--- src/rtl/rv32i_types_pkg.sv ---
// rtl/rv32i_types_pkg.sv - shared RV32I control enums, opcodes and ID/EX control bundle
package rv32i_types_pkg;

  typedef enum logic [3:0] {
    ALU_NONE, ALU_ADD, ALU_SUB, ALU_SLL, ALU_SLT, ALU_SLTU,
    ALU_XOR, ALU_SRL, ALU_SRA, ALU_OR, ALU_AND, ALU_B
  } ALU_op_options_t;

  typedef enum logic {OP_A_OPERAND_1, OP_A_PC} mux_ALU_operand_A_options_t;
  typedef enum logic {OP_B_OPERAND_2, OP_B_IMMEDIATE} mux_ALU_operand_B_options_t;
  typedef enum logic [1:0] {WB_NONE, WB_ALU, WB_MEMORY, WB_PC_PLUS_4} mux_writeback_options_t;

  localparam logic [6:0] OPC_LUI      = 7'b0110111;
  localparam logic [6:0] OPC_AUIPC    = 7'b0010111;
  localparam logic [6:0] OPC_JAL      = 7'b1101111;
  localparam logic [6:0] OPC_JALR     = 7'b1100111;
  localparam logic [6:0] OPC_BRANCH   = 7'b1100011;
  localparam logic [6:0] OPC_LOAD     = 7'b0000011;
  localparam logic [6:0] OPC_STORE    = 7'b0100011;
  localparam logic [6:0] OPC_OP_IMM   = 7'b0010011;
  localparam logic [6:0] OPC_OP       = 7'b0110011;
  localparam logic [6:0] OPC_MISC_MEM = 7'b0001111;
  localparam logic [6:0] OPC_SYSTEM   = 7'b1110011;

  typedef enum logic [2:0] {IMM_I, IMM_S, IMM_B, IMM_U, IMM_J} imm_type_t;

  typedef struct packed {
    ALU_op_options_t            alu_op;
    mux_ALU_operand_A_options_t op_a_sel;
    mux_ALU_operand_B_options_t op_b_sel;
    mux_writeback_options_t     wb_sel;
    logic                       mem_read;
    logic                       mem_write;
    logic                       branch;
    logic                       jump;
    logic                       illegal;
  } id_ex_ctrl_t;

  localparam id_ex_ctrl_t ID_EX_BUBBLE = '{
    alu_op: ALU_NONE, op_a_sel: OP_A_OPERAND_1, op_b_sel: OP_B_OPERAND_2,
    wb_sel: WB_NONE, mem_read: 1'b0, mem_write: 1'b0, branch: 1'b0,
    jump: 1'b0, illegal: 1'b0
  };

  // alt selects SUB on funct3 000 and SRA on funct3 101
  function automatic ALU_op_options_t alu_from_funct3(input logic [2:0] f3, input logic alt);
    case (f3)
      3'b000:  return alt ? ALU_SUB : ALU_ADD;
      3'b001:  return ALU_SLL;
      3'b010:  return ALU_SLT;
      3'b011:  return ALU_SLTU;
      3'b100:  return ALU_XOR;
      3'b101:  return alt ? ALU_SRA : ALU_SRL;
      3'b110:  return ALU_OR;
      default: return ALU_AND;
    endcase
  endfunction

endpackage

--- src/rtl/rv32i_decoder.sv ---
// rtl/rv32i_decoder.sv - combinational RV32I instruction decoder
module rv32i_decoder
  import rv32i_types_pkg::*;
(
  input  logic [31:0] instr_i,
  output id_ex_ctrl_t ctrl_o,
  output imm_type_t   imm_type_o
);

  logic [6:0] opcode;
  logic [2:0] funct3;
  logic [6:0] funct7;
  logic       bad_f7;

  assign opcode = instr_i[6:0];
  assign funct3 = instr_i[14:12];
  assign funct7 = instr_i[31:25];

  always_comb begin
    ctrl_o     = ID_EX_BUBBLE;
    imm_type_o = IMM_I;
    bad_f7     = 1'b0;
    case (opcode)
      OPC_LUI: begin
        imm_type_o      = IMM_U;
        ctrl_o.op_b_sel = OP_B_IMMEDIATE;
        ctrl_o.alu_op   = ALU_B;
        ctrl_o.wb_sel   = WB_ALU;
      end
      OPC_AUIPC: begin
        imm_type_o      = IMM_U;
        ctrl_o.op_a_sel = OP_A_PC;
        ctrl_o.op_b_sel = OP_B_IMMEDIATE;
        ctrl_o.alu_op   = ALU_ADD;
        ctrl_o.wb_sel   = WB_ALU;
      end
      OPC_JAL: begin
        imm_type_o      = IMM_J;
        ctrl_o.op_a_sel = OP_A_PC;
        ctrl_o.op_b_sel = OP_B_IMMEDIATE;
        ctrl_o.alu_op   = ALU_ADD;
        ctrl_o.jump     = 1'b1;
        ctrl_o.wb_sel   = WB_PC_PLUS_4;
      end
      OPC_JALR: begin
        ctrl_o.op_b_sel = OP_B_IMMEDIATE;
        ctrl_o.alu_op   = ALU_ADD;
        ctrl_o.jump     = 1'b1;
        ctrl_o.wb_sel   = WB_PC_PLUS_4;
      end
      OPC_BRANCH: begin
        imm_type_o      = IMM_B;
        ctrl_o.op_a_sel = OP_A_PC;
        ctrl_o.op_b_sel = OP_B_IMMEDIATE;
        ctrl_o.alu_op   = ALU_ADD;
        ctrl_o.branch   = 1'b1;
      end
      OPC_LOAD: begin
        ctrl_o.op_b_sel = OP_B_IMMEDIATE;
        ctrl_o.alu_op   = ALU_ADD;
        ctrl_o.mem_read = 1'b1;
        ctrl_o.wb_sel   = WB_MEMORY;
      end
      OPC_STORE: begin
        imm_type_o       = IMM_S;
        ctrl_o.op_b_sel  = OP_B_IMMEDIATE;
        ctrl_o.alu_op    = ALU_ADD;
        ctrl_o.mem_write = 1'b1;
      end
      OPC_OP_IMM: begin
        ctrl_o.op_b_sel = OP_B_IMMEDIATE;
        ctrl_o.alu_op   = alu_from_funct3(funct3, (funct3 == 3'b101) && instr_i[30]);
        ctrl_o.wb_sel   = WB_ALU;
        // only the shift-immediates carry a funct7 field
        bad_f7 = ((funct3 == 3'b001) && (funct7 != 7'b0000000)) ||
                 ((funct3 == 3'b101) && (funct7 != 7'b0000000) && (funct7 != 7'b0100000));
      end
      OPC_OP: begin
        ctrl_o.op_b_sel = OP_B_OPERAND_2;
        ctrl_o.alu_op   = alu_from_funct3(funct3, instr_i[30]);
        ctrl_o.wb_sel   = WB_ALU;
        bad_f7 = !((funct7 == 7'b0000000) ||
                   ((funct7 == 7'b0100000) && ((funct3 == 3'b000) || (funct3 == 3'b101))));
      end
      OPC_MISC_MEM: ;
      default: bad_f7 = 1'b1;
    endcase
    if (bad_f7) begin
      ctrl_o         = ID_EX_BUBBLE;
      ctrl_o.illegal = 1'b1;
    end
    if (instr_i[11:7] == 5'd0) ctrl_o.wb_sel = WB_NONE;
  end

endmodule

--- src/rtl/rv32i_decode_stage.sv ---
// rtl/rv32i_decode_stage.sv - decode, immediate generation, load-use hazard and ID/EX register
module rv32i_decode_stage
  import rv32i_types_pkg::*;
#(
  parameter int XLEN = 32
) (
  input  logic                       clk,
  input  logic                       rst,
  input  logic                       if_valid_i,
  input  logic [31:0]                if_instr_i,
  input  logic [XLEN-1:0]            if_pc_i,
  input  logic                       flush_i,
  output logic [4:0]                 rs1_addr_o,
  output logic [4:0]                 rs2_addr_o,
  input  logic [XLEN-1:0]            rs1_data_i,
  input  logic [XLEN-1:0]            rs2_data_i,
  output logic                       stall_o,
  output logic                       ex_valid_o,
  output logic [XLEN-1:0]            ex_pc_o,
  output logic [XLEN-1:0]            ex_imm_o,
  output logic [XLEN-1:0]            ex_rs1_data_o,
  output logic [XLEN-1:0]            ex_rs2_data_o,
  output logic [4:0]                 ex_rd_o,
  output logic [2:0]                 ex_funct3_o,
  output ALU_op_options_t            ex_alu_op_o,
  output mux_ALU_operand_A_options_t ex_op_a_sel_o,
  output mux_ALU_operand_B_options_t ex_op_b_sel_o,
  output mux_writeback_options_t     ex_wb_sel_o,
  output logic                       ex_mem_read_o,
  output logic                       ex_mem_write_o,
  output logic                       ex_branch_o,
  output logic                       ex_jump_o,
  output logic                       ex_illegal_o
);

  id_ex_ctrl_t     dec_ctrl;
  imm_type_t       imm_type;
  logic [31:0]     imm;
  logic [6:0]      opcode;
  logic            rs1_used, rs2_used, hazard, insert_bubble;

  id_ex_ctrl_t     ctrl_d, ctrl_q;
  logic            valid_d, valid_q;
  logic [XLEN-1:0] pc_d, pc_q, imm_d, imm_q, rs1_d, rs1_q, rs2_d, rs2_q;
  logic [4:0]      rd_d, rd_q;
  logic [2:0]      funct3_d, funct3_q;

  rv32i_decoder u_decoder (
    .instr_i    (if_instr_i),
    .ctrl_o     (dec_ctrl),
    .imm_type_o (imm_type)
  );

  always_comb begin
    case (imm_type)
      IMM_S:   imm = {{20{if_instr_i[31]}}, if_instr_i[31:25], if_instr_i[11:7]};
      IMM_B:   imm = {{19{if_instr_i[31]}}, if_instr_i[31], if_instr_i[7],
                      if_instr_i[30:25], if_instr_i[11:8], 1'b0};
      IMM_U:   imm = {if_instr_i[31:12], 12'd0};
      IMM_J:   imm = {{11{if_instr_i[31]}}, if_instr_i[31], if_instr_i[19:12],
                      if_instr_i[20], if_instr_i[30:21], 1'b0};
      default: imm = {{20{if_instr_i[31]}}, if_instr_i[31:20]};
    endcase
  end

  assign opcode     = if_instr_i[6:0];
  assign rs1_addr_o = if_instr_i[19:15];
  assign rs2_addr_o = if_instr_i[24:20];
  assign rs1_used   = !((opcode == OPC_LUI) || (opcode == OPC_AUIPC) || (opcode == OPC_JAL));
  assign rs2_used   = (opcode == OPC_OP) || (opcode == OPC_BRANCH) || (opcode == OPC_STORE);

  // a load in execute cannot forward in time to the instruction in decode
  assign hazard = valid_q && (ctrl_q.wb_sel == WB_MEMORY) && (rd_q != 5'd0) && if_valid_i &&
                  ((rs1_used && (rd_q == rs1_addr_o)) || (rs2_used && (rd_q == rs2_addr_o)));
  assign stall_o       = hazard && !flush_i;
  assign insert_bubble = flush_i || stall_o || !if_valid_i;

  always_comb begin
    ctrl_d   = dec_ctrl;
    valid_d  = 1'b1;
    pc_d     = if_pc_i;
    imm_d    = imm;
    rs1_d    = rs1_data_i;
    rs2_d    = rs2_data_i;
    rd_d     = if_instr_i[11:7];
    funct3_d = if_instr_i[14:12];
    if (insert_bubble) begin
      ctrl_d   = ID_EX_BUBBLE;
      valid_d  = 1'b0;
      pc_d     = '0;
      imm_d    = '0;
      rs1_d    = '0;
      rs2_d    = '0;
      rd_d     = '0;
      funct3_d = '0;
    end
  end

  always_ff @(posedge clk) begin
    if (rst) begin
      ctrl_q   <= ID_EX_BUBBLE;
      valid_q  <= 1'b0;
      pc_q     <= '0;
      imm_q    <= '0;
      rs1_q    <= '0;
      rs2_q    <= '0;
      rd_q     <= '0;
      funct3_q <= '0;
    end else begin
      ctrl_q   <= ctrl_d;
      valid_q  <= valid_d;
      pc_q     <= pc_d;
      imm_q    <= imm_d;
      rs1_q    <= rs1_d;
      rs2_q    <= rs2_d;
      rd_q     <= rd_d;
      funct3_q <= funct3_d;
    end
  end

  assign ex_valid_o     = valid_q;
  assign ex_pc_o        = pc_q;
  assign ex_imm_o       = imm_q;
  assign ex_rs1_data_o  = rs1_q;
  assign ex_rs2_data_o  = rs2_q;
  assign ex_rd_o        = rd_q;
  assign ex_funct3_o    = funct3_q;
  assign ex_alu_op_o    = ctrl_q.alu_op;
  assign ex_op_a_sel_o  = ctrl_q.op_a_sel;
  assign ex_op_b_sel_o  = ctrl_q.op_b_sel;
  assign ex_wb_sel_o    = ctrl_q.wb_sel;
  assign ex_mem_read_o  = ctrl_q.mem_read;
  assign ex_mem_write_o = ctrl_q.mem_write;
  assign ex_branch_o    = ctrl_q.branch;
  assign ex_jump_o      = ctrl_q.jump;
  assign ex_illegal_o   = ctrl_q.illegal;

endmodule

--- config.mk ---
export PLATFORM = sky130hd
export DESIGN_NAME = rv32i_decode_stage
export DESIGN_NICKNAME = d
export VERILOG_FILES = /design/src/rtl/rv32i_types_pkg.sv /design/src/rtl/rv32i_decoder.sv /design/src/rtl/rv32i_decode_stage.sv
export SDC_FILE = /design/constraint.sdc
export NUM_CORES = 1
export LEC_CHECK = 0
export ABC_AREA = 1
export BUFFER_PORTS_ARGS = -buffer_cell sky130_fd_sc_hd__buf_4
export CAP_MARGIN = 20
export CORE_MARGIN = 2
export CORE_UTILIZATION = 44
export DETAILED_ROUTE_END_ITERATION = 7
export GPL_ROUTABILITY_DRIVEN = 1
export GPL_TIMING_DRIVEN = 0
export PLACE_DENSITY = 0.79
export SYNTH_ARGS = -nofsm -noshare
export SYNTH_HDL_FRONTEND = slang
export SYNTH_HIERARCHICAL = 1
export SYNTH_SLANG_ARGS = --single-unit
--- constraint.sdc ---
create_clock -name clk -period 2.1 [get_ports clk]
set_input_delay 0.105 -clock clk [delete_from_list [all_inputs] [get_ports clk]]
set_output_delay 0.105 -clock clk [all_outputs]
set_load 0.01 [all_outputs]
==> results of run 1 <==
-- flip-flops by register name, summed over array words and instances (netlist names), 2 cells and up --
register,flops
ex_imm_o,32
ex_pc_o,32
ex_rs1_data_o,32
ex_rs2_data_o,32
ex_rd_o,5
ex_alu_op_o,4
ex_funct3_o,3
ex_wb_sel_o,2
-- timing repair --
action / CTS / global route
hold buffers: 115 / 0
setup endpoints to repair: 0 / 3
endpoints found under the hold margin: 119 / 0
gates resized for setup: 0 / 1
-- stage by stage --
stage | area [um2] | util, %
after global routing | 9550 | 79.5
final | 9560 | 79.6
after detailed placement | 7770 | 64.7
after CTS | 9540 | 79.4
after global placement | 7770 | 64.7
after floorplan | 5400 | -
-- cell type report --
type | count | area (um2) | share of cell area (%)
clock buffers | 19 | 443 | 4.64
flip-flops and latches | 150 | 3000 | 31.4
well taps | 147 | 184 | 1.92
diodes | 4 | 10.0 | 0.105
inverters | 169 | 639 | 6.69
repair buffers | 407 | 3340 | 35.0
plain buffers | 31 | 208 | 2.17
multi-input cells | 349 | 1550 | 16.2
clock inverters | 11 | 174 | 1.82
-- Yosys cell counts (3+ instances only) --
cell type	count	area, um2
nor2_2	5	31.3
nor2_1	195	732
a21oi_2	3	26.3
nand2_1	69	259
nand2_4	5	56.3
xor2_1	3	26.3
a22oi_1	4	30.0
inv_2	7	26.3
dfxtp_1	150	3000
buf_2	7	35.0
buf_4	22	165
o21ai_0	4	20.0
a21oi_1	14	70.1
inv_1	160	601
nor3_1	18	90.1
nand3_1	14	70.1
-- how the worst max path moves through the flow --
stage                          startpoint                           end  slack [ns]  cells past startpoint
floorplan                   if_instr_i[4]       ex_imm_o[22]$_SDFF_PP0_        0.51                     15
global placement            if_instr_i[2]       ex_imm_o[15]$_SDFF_PP0_       -0.05                     13
detailed placement          if_instr_i[2]       ex_imm_o[19]$_SDFF_PP0_       -0.14                     13
CTS                 ex_rd_o[1]$_SDFF_PP0_        ex_imm_o[5]$_SDFF_PP0_        0.14                     13
global route        ex_rd_o[4]$_SDFF_PP0_  ex_rs2_data_o[19]$_SDFF_PP0_        0.09                     13
finish              ex_rd_o[3]$_SDFF_PP0_        ex_imm_o[9]$_SDFF_PP0_        0.24                     13
-- worst max-delay path, stage by stage (launching register included) --
cell and delay (ns):
dfxtp_1 0.46, inv_2 0.05, nand2_1 0.05, nand2_1 0.05
clkinv_1 0.05, nand2_1 0.05, nor2_1 0.12, nand2_1 0.06
nand2_1 0.09, nand2_1 0.09, nand2_2 0.16, buf_4 0.22
buf_4 0.23, nor2_1 0.07
-- cell families after synthesis --
kind of cell	count (synthesis)
AO/OA/AOI/OAI	27
XOR/XNOR	3
buffers and inverters	200
flip-flops	150
AND/OR/NAND/NOR	319
-- routing by layer --
layer	vias up	wire length [um]	GRT usage (%)
met5	-	0	0
met4	0	1040	18.6
met3	85	1650	9.28
met2	316	11000	57.8
met1	2692	7320	30.5
li1	2857	-	-
-- power by group through the flow --
stage          Sequential, mW  Combinational (mW)  Clock [mW]
2_1_floorplan            3.04               0.233           0
3_5_place_dp             3.00               0.676           0
4_1_cts                  2.94               0.857        3.22
6_report                 2.95               0.892        3.23
5_1_grt                  2.95               0.955        3.38
3_3_place_gp             3.00               0.665           0
==> results.json, run 1 <==
{
  "status": "complete, but fails checks",
  "violations": "hold timing",
  "whs_path_depth": 3,
  "core_area_um2": 12000,
  "async_flop_share_pct": 0,
  "overflow": 0,
  "wire_per_inst_um": 16.3,
  "post-place-cells": 1138,
  "fin_setup_tns_ns": 0,
  "synth-simple-area-share_pct": 25.2,
  "ys_seq_area_share_pct": 55.6,
  "mostFrequentLayoutCells": "314 x buf_4, 195 x nor2_1, 160 x inv_1",
  "arrival_ns": 2.17,
  "clockBufferDepth": 2,
  "synth-edff-count": 0,
  "slew_headroom_pct": 63.6,
  "max-vdd-ir-drop_uv": 554,
  "ys_types": 31,
  "combPwrFrac_pct": 12.6,
  "min_period_over_period_pct": 88.6,
  "worst_pin_slew_ns": 0.541,
  "r2r_start": "ex_rd_o[3]$_SDFF_PP0_",
  "numCtsBuffers": 17,
  "vias_per_cell": 4.62,
  "setup_violations": 0,
  "path_class": "reg2reg",
  "final.setup_skew_ns": 0.0112,
  "layout_commonest_cell": "buf_4",
  "fin_crit_ns": 1.86,
  "p_int_mw": 5.43,
  "p_per_area_nw_per_um2": 740,
  "syn_inst": 699,
  "slew_violations": 0,
  "synthMuxAreaShare_pct": 0,
  "grt_max_degree": 17,
  "holdWs_ns": -0.00529,
  "synth-compound-area-share_pct": 2.99,
  "start_kind": "flop",
  "cp_max_fo": 10,
  "seq_power_share_pct": 41.7,
  "fmax_mhz": 537,
  "switchingPower_mw": 1.64,
  "clkPwrFrac_pct": 45.7,
  "ios": 293,
  "final_cells": 1287,
  "initial_core_util_pct": 44.9,
  "ys_ff_latch": 150,
  "nFillCells": 738,
  "hold_path_startpoint": "if_instr_i[19]",
  "vias": 5950,
  "post_cts_buffers": 0,
  "power_mw": 7.07,
  "syn_nets": 831,
  "clk_latency_ns": 0.43,
  "clock-sinks": 150,
  "die_w_um": 115,
  "r2r_setup_slack_ns": 0.24,
  "first_pass_iters": 4,
  "finalWorstSetupSlack_ns": 0.239,
  "final-hold-violation-count": 1,
  "synthAdderAreaFrac_pct": 0,
  "place_congestion": 0.888,
  "grt_setup_unrepaired": "false",
  "grt.total_usage_pct": 31.2,
  "switching_share_pct": 23.2,
  "num-nets-final": 1257,
  "antenna_found_initial": 2,
  "ff2ff_path_depth": 13,
  "ant_nets": 0,
  "syn_area_per_cell_um2": 7.72,
  "final_layout_size_suffix_gt1_share_pct": 33.4,
  "r2r-end": "ex_imm_o[9]$_SDFF_PP0_",
  "die-area_um2": 13200,
  "die_h_um": 115,
  "p_leak_nw": 5.20,
  "hold_class": "in2reg",
  "drt-initial-drc-count": 294,
  "synthXorXnorAreaFrac_pct": 0.487,
  "critPathCaptureType": "flop",
  "drcViolationCount": 0,
  "syn-cell-area_um2": 5400,
  "drv_cap": 0,
  "syn_to_final_growth_pct": 77.0,
  "yosys_warnings": 6,
  "required_ns": 2.41,
  "io_buffers": 292,
  "num_rows": 40,
  "synth_top_family_by_area": "simple AND/OR/NAND/NOR gates",
  "path_clk_slew_ns": 0.06,
  "ys.flop_type": "dfxtp_1",
  "grt_pass1_vias": 5957,
  "cts_max_level": 4,
  "grt_pass1_wl_um": 30700,
  "dp_hpwl_um": 12400,
  "cts-root-buf": "clkbuf_16",
  "hold_end": "ex_imm_o[19]$_SDFF_PP0_",
  "cts_tree": "yes",
  "preCtsSetupSlack_ns": -0.139,
  "wl_um": 21000
}
(Power assumes the default switching activity.)
==> run 2, diff against run 1 <==
==> constraint.sdc (replaced) <==
create_clock -name clk -period 2.07 [get_ports clk]
set_input_delay 0.1035 -clock clk [delete_from_list [all_inputs] [get_ports clk]]
set_output_delay 0.1035 -clock clk [all_outputs]
set_load 0.01 [all_outputs]
==> results.json, run 2 (synthesized netlist as in run 1, its figures left out) <==
{
  "max-vdd-ir-drop_uv": 562,
  "num_rows": 40,
  "cts-root-buf": "clkbuf_16",
  "critPathCaptureType": "flop",
  "required_ns": 2.42,
  "path_clk_slew_ns": 0.06,
  "wl_met2_um": 11100,
  "dpl_cell_area_um2": 7770,
  "nFillCells": 737,
  "topRoutingLayerUsed": "met4",
  "die-area_um2": 13200,
  "numCtsBuffers": 17,
  "syn_to_final_growth_pct": 77.2,
  "layout_commonest_cell": "buf_4",
  "critPathTopFamily": "simple AND/OR/NAND/NOR gates",
  "mostFrequentLayoutCells": "314 x buf_4, 195 x nor2_1, 160 x inv_1",
  "hold_class": "in2reg",
  "first_pass_iters": 4,
  "die_w_um": 115,
  "fmax_mhz": 538,
  "overflow": 0,
  "cts_tree": "yes",
  "grt.total_usage_pct": 31.1,
  "setup_violations": 0,
  "fin_setup_tns_ns": 0,
  "cp_max_fo": 10,
  "cp_slowest_stage_delay_ns": 0.45,
  "post_cts_buffers": 0,
  "clock-sinks": 150,
  "grt_pass1_vias": 5961,
  "drv_cap": 0,
  "p_per_area_nw_per_um2": 749,
  "dp_hpwl_um": 12400,
  "antenna_found_initial": 2,
  "power_mw": 7.17,
  "min_period_over_period_pct": 89.8,
  "post-place-cells": 1138,
  "preCtsSetupSlack_ns": -0.167,
  "num-nets-final": 1258,
  "io_buffers": 292,
  "grt_setup_unrepaired": "false",
  "final_cells": 1288,
  "slew_violations": 0,
  "wl_met1_um": 7380,
  "arrival_ns": 2.20,
  "place_congestion": 0.888,
  "drt-initial-drc-count": 310,
  "crit_slowest_cell": "nor2_1",
  "design_area_um2": 9570,
  "crit_buf_inv": 3,
  "cts_max_level": 4,
  "wire_per_inst_um": 16.3,
  "drcViolationCount": 0,
  "path_class": "in2reg",
  "worst_pin_slew_ns": 0.543,
  "ios": 293,
  "final.setup_skew_ns": 0.00991,
  "slew_headroom_pct": 63.6,
  "clk_latency_ns": 0.42,
  "fin_crit_ns": 1.86,
  "start_kind": "input pin",
  "clockBufferDepth": 2,
  "status": "completed",
  "final_layout_size_suffix_gt1_share_pct": 33.3,
  "p_leak_nw": 5.20,
  "initial_core_util_pct": 44.9,
  "worstPathCellList": "buf_4 -> nor2_1 -> nand2_1 -> nor3_1 -> inv_1 -> nand2_1 -> nor2_1 -> nand2_1 -> nand2_1 -> buf_2 -> nor2_1 -> a21oi_1 -> nor2_1",
  "vias_per_cell": 4.61,
  "wl_um": 21000,
  "final-hold-violation-count": 0,
  "grt_pass1_wl_um": 30600,
  "grt_max_degree": 17,
  "wl_met3_um": 1550,
  "vias": 5934,
  "ant_nets": 0,
  "core_area_um2": 12000,
  "die_h_um": 115,
  "finalWorstSetupSlack_ns": 0.211
}
## run 2: cell types whose count changed in the layout (fill, tap and decap cells not counted)
| cell | delta |
|---|---|
| dlygate4sd3_1 | +1 |
## run 2: what timing repair did
action	CTS	global route
endpoints found under the setup margin	0	43
resized for setup	0	1
hold endpoints to repair	120	0
hold buffers	116	0
## run 2: metrics by stage
step	util, %	hold slack, ns
after floorplan	-	0.216
after global placement	64.7	0.315
after detailed placement	64.7	0.323
after CTS	79.5	0.00668
after global routing	79.6	0.0316
final	79.6	0.0236
## run 2: path summary, 6_finish.rpt
check                                  from                       to  slack (ns)  cells past startpoint
setup reg to reg      ex_rd_o[3]$_SDFF_PP0_   ex_imm_o[9]$_SDFF_PP0_        0.21                     13
hold / removal               if_instr_i[23]   ex_imm_o[3]$_SDFF_PP0_        0.02                      3
hold reg to reg   ex_wb_sel_o[1]$_SDFF_PP0_   ex_pc_o[19]$_SDFF_PP0_        0.97                      6
setup / recovery              if_instr_i[2]  ex_imm_o[14]$_SDFF_PP0_        0.21                     13
## run 2: area by class of cell
type | instances | area, um2 | area share, %
clock inverters | 11 | 174 | 1.82
well taps | 147 | 184 | 1.92
diodes | 4 | 10.0 | 0.105
flip-flops and latches | 150 | 3000 | 31.4
plain buffers | 31 | 208 | 2.17
repair buffers | 408 | 3350 | 35.1
multi-input cells | 349 | 1550 | 16.2
clock buffers | 19 | 443 | 4.63
inverters | 169 | 639 | 6.68
## run 2: worst reg2reg max path, delay by kind of cell (launching register included)
family                 cells  cell delay [ns]
AND/OR/NAND/NOR            9             0.74
buffers and inverters      4             0.56
flip-flops                 1             0.46
## run 2: layer usage
| layer | track usage, % | vias up |
|---|---|---|
| li1 | - | 2861 |
| met1 | 30.4 | 2688 |
| met2 | 57.8 | 308 |
| met3 | 9.28 | 77 |
| met4 | 18.6 | 0 |
| met5 | 0 | - |
## run 2: power by group
part / switching (mW) / total (mW) / internal, mW
clock network: 1.23 / 3.27 / 2.05
registers: 0.0280 / 2.99 / 2.96
logic: 0.405 / 0.906 / 0.502
total: 1.66 / 7.17 / 5.51
==> run 3, diff against run 2 <==
--- a/config.mk
+++ b/config.mk
@@ -14,6 +14,7 @@
 export GPL_ROUTABILITY_DRIVEN = 1
 export GPL_TIMING_DRIVEN = 0
 export PLACE_DENSITY = 0.79
+export REMOVE_ABC_BUFFERS = 1
 export SYNTH_ARGS = -nofsm -noshare
 export SYNTH_HDL_FRONTEND = slang
 export SYNTH_HIERARCHICAL = 1
==> results.json, run 3 (synthesized netlist as in run 1, its figures left out) <==
{
  "status": "complete, but fails checks",
  "violations": "capacitance limit",
  "core_area_um2": 12000,
  "arrival_ns": 1.86,
  "whs_path_depth": 3,
  "drv_cap": 1,
  "io_buffers": 292,
  "grt_max_degree": 89,
  "hold_class": "in2reg",
  "die-area_um2": 13200,
  "layout_commonest_cell": "buf_4",
  "final_cells": 1263,
  "syn_to_final_growth_pct": 75.0,
  "initial_core_util_pct": 44.9,
  "worstPathCellList": "inv_1 -> nand2_1 -> nand2_1 -> nor2_1 -> nand3_1 -> nand2_2 -> nand2_4 -> nor2_1 -> buf_4",
  "clk_latency_ns": 0.42,
  "max-vdd-ir-drop_uv": 571,
  "path_class": "reg2out",
  "min_period_over_period_pct": 95.0,
  "p_per_area_nw_per_um2": 726,
  "fin_setup_tns_ns": 0,
  "num-nets-final": 1234,
  "wire_per_inst_um": 17.6,
  "post-place-cells": 1108,
  "start_kind": "flop",
  "num_rows": 40,
  "setup_violations": 0,
  "final_layout_size_suffix_gt1_share_pct": 32.7,
  "cts_tree": "yes",
  "clock-sinks": 150,
  "cts-root-buf": "clkbuf_16",
  "ff2ff_path_depth": 11,
  "p_leak_nw": 5.11,
  "multiInputGateArea_um2": 1630,
  "die_w_um": 115,
  "die_h_um": 115,
  "path_clk_slew_ns": 0.06,
  "cts_max_level": 4,
  "clockBufferDepth": 2,
  "required_ns": 1.97,
  "ios": 293,
  "critPathCaptureType": "output pin",
  "antenna_found_initial": 1,
  "drcViolationCount": 0,
  "slew_violations": 0,
  "grt.total_usage_pct": 31.4,
  "numCtsBuffers": 17,
  "dp_hpwl_um": 11500,
  "final.setup_skew_ns": 0.00970,
  "vias": 6005,
  "drt-initial-drc-count": 440,
  "grt_pass1_wl_um": 31500,
  "fmax_mhz": 509,
  "wl_um": 22300,
  "final-hold-violation-count": 0,
  "cp_max_fo": 5,
  "worst_pin_slew_ns": 1.49,
  "place_congestion": 0.895,
  "cp_slowest_stage_delay_ns": 0.43,
  "grt_pass1_vias": 6147,
  "nFillCells": 712,
  "ant_nets": 0,
  "overflow": 0,
  "vias_per_cell": 4.75,
  "first_pass_iters": 5,
  "fin_crit_ns": 1.97,
  "slew_headroom_pct": 0.0670,
  "regArea_um2": 3000,
  "crit_slowest_cell": "dfxtp_1",
  "mostFrequentLayoutCells": "294 x buf_4, 194 x nor2_1, 159 x inv_1"
}
run 3: worst paths after layout:
check                       startpoint                           end  slack [ns]
max              ex_rd_o[2]$_SDFF_PP0_                       stall_o        0.10
min reg2reg  ex_wb_sel_o[1]$_SDFF_PP0_       ex_imm_o[25]$_SDFF_PP0_        0.93
min                     if_instr_i[22]        ex_imm_o[2]$_SDFF_PP0_        0.03
max reg2reg      ex_rd_o[1]$_SDFF_PP0_  ex_rs2_data_o[21]$_SDFF_PP0_        0.17
run 3: worst max-delay path: cells and delay by family (launching register included):
| kind | cells | cell delay [ns] |
|---|---|---|
| flip-flops | 1 | 0.43 |
| AND/OR/NAND/NOR | 7 | 0.81 |
| buffers and inverters | 2 | 0.22 |
run 3: stage by stage:
stage / utilization, % / cell area, um2 / hold slack (ns) / setup slack [ns] / power [mW]
6_report: 78.6 / 9450 / 0.0257 / 0.104 / 6.85
5_1_grt: 78.6 / 9440 / 0.0490 / -0.00245 / 7.07
4_1_cts: 77.8 / 9350 / 0.00531 / 0.0351 / 6.77
3_5_place_dp: 63.3 / 7600 / 0.324 / -0.606 / 3.70
3_3_place_gp: 63.0 / 7570 / 0.315 / -3.10 / 3.70
2_1_floorplan: - / 5190 / 0.207 / -1.46 / 3.30
run 3: area by class of cell:
type,count,area share (%)
clock inverters,11,1.05
well taps,147,1.95
diodes,2,0.0530
repair buffers,413,36.3
clock buffers,20,4.83
multi-input cells,351,17.2
flip-flops and latches,150,31.8
inverters,169,6.77
run 3: where the power goes:
group | leakage [nW] | switching (mW) | internal, mW
Combinational | 3.62 | 0.422 | 0.491
Clock | 0.269 | 1.24 | 1.71
Sequential | 1.22 | 0.0282 | 2.96
Total | 5.11 | 1.69 | 5.16
run 3: per-layer routing:
layer  share of wire [%]  global-route usage (%)  vias to the layer above  wire length, um
met5                   0                       0                        -                0
met4                 4.9                    19.9                        0             1080
met2                  52                    55.9                      329            11500
met3                 7.9                    9.75                       82             1760
li1                    -                       -                     2812                -
met1                  36                    31.9                     2782             7920
run 3: timing repair:
action	CTS	global route
endpoints found under the hold margin	123	0
buffers inserted	0	2
pin swaps	0	2
hold buffers	117	0
gates cloned	0	3
gates resized for setup	3	9
setup endpoints to repair	99	100
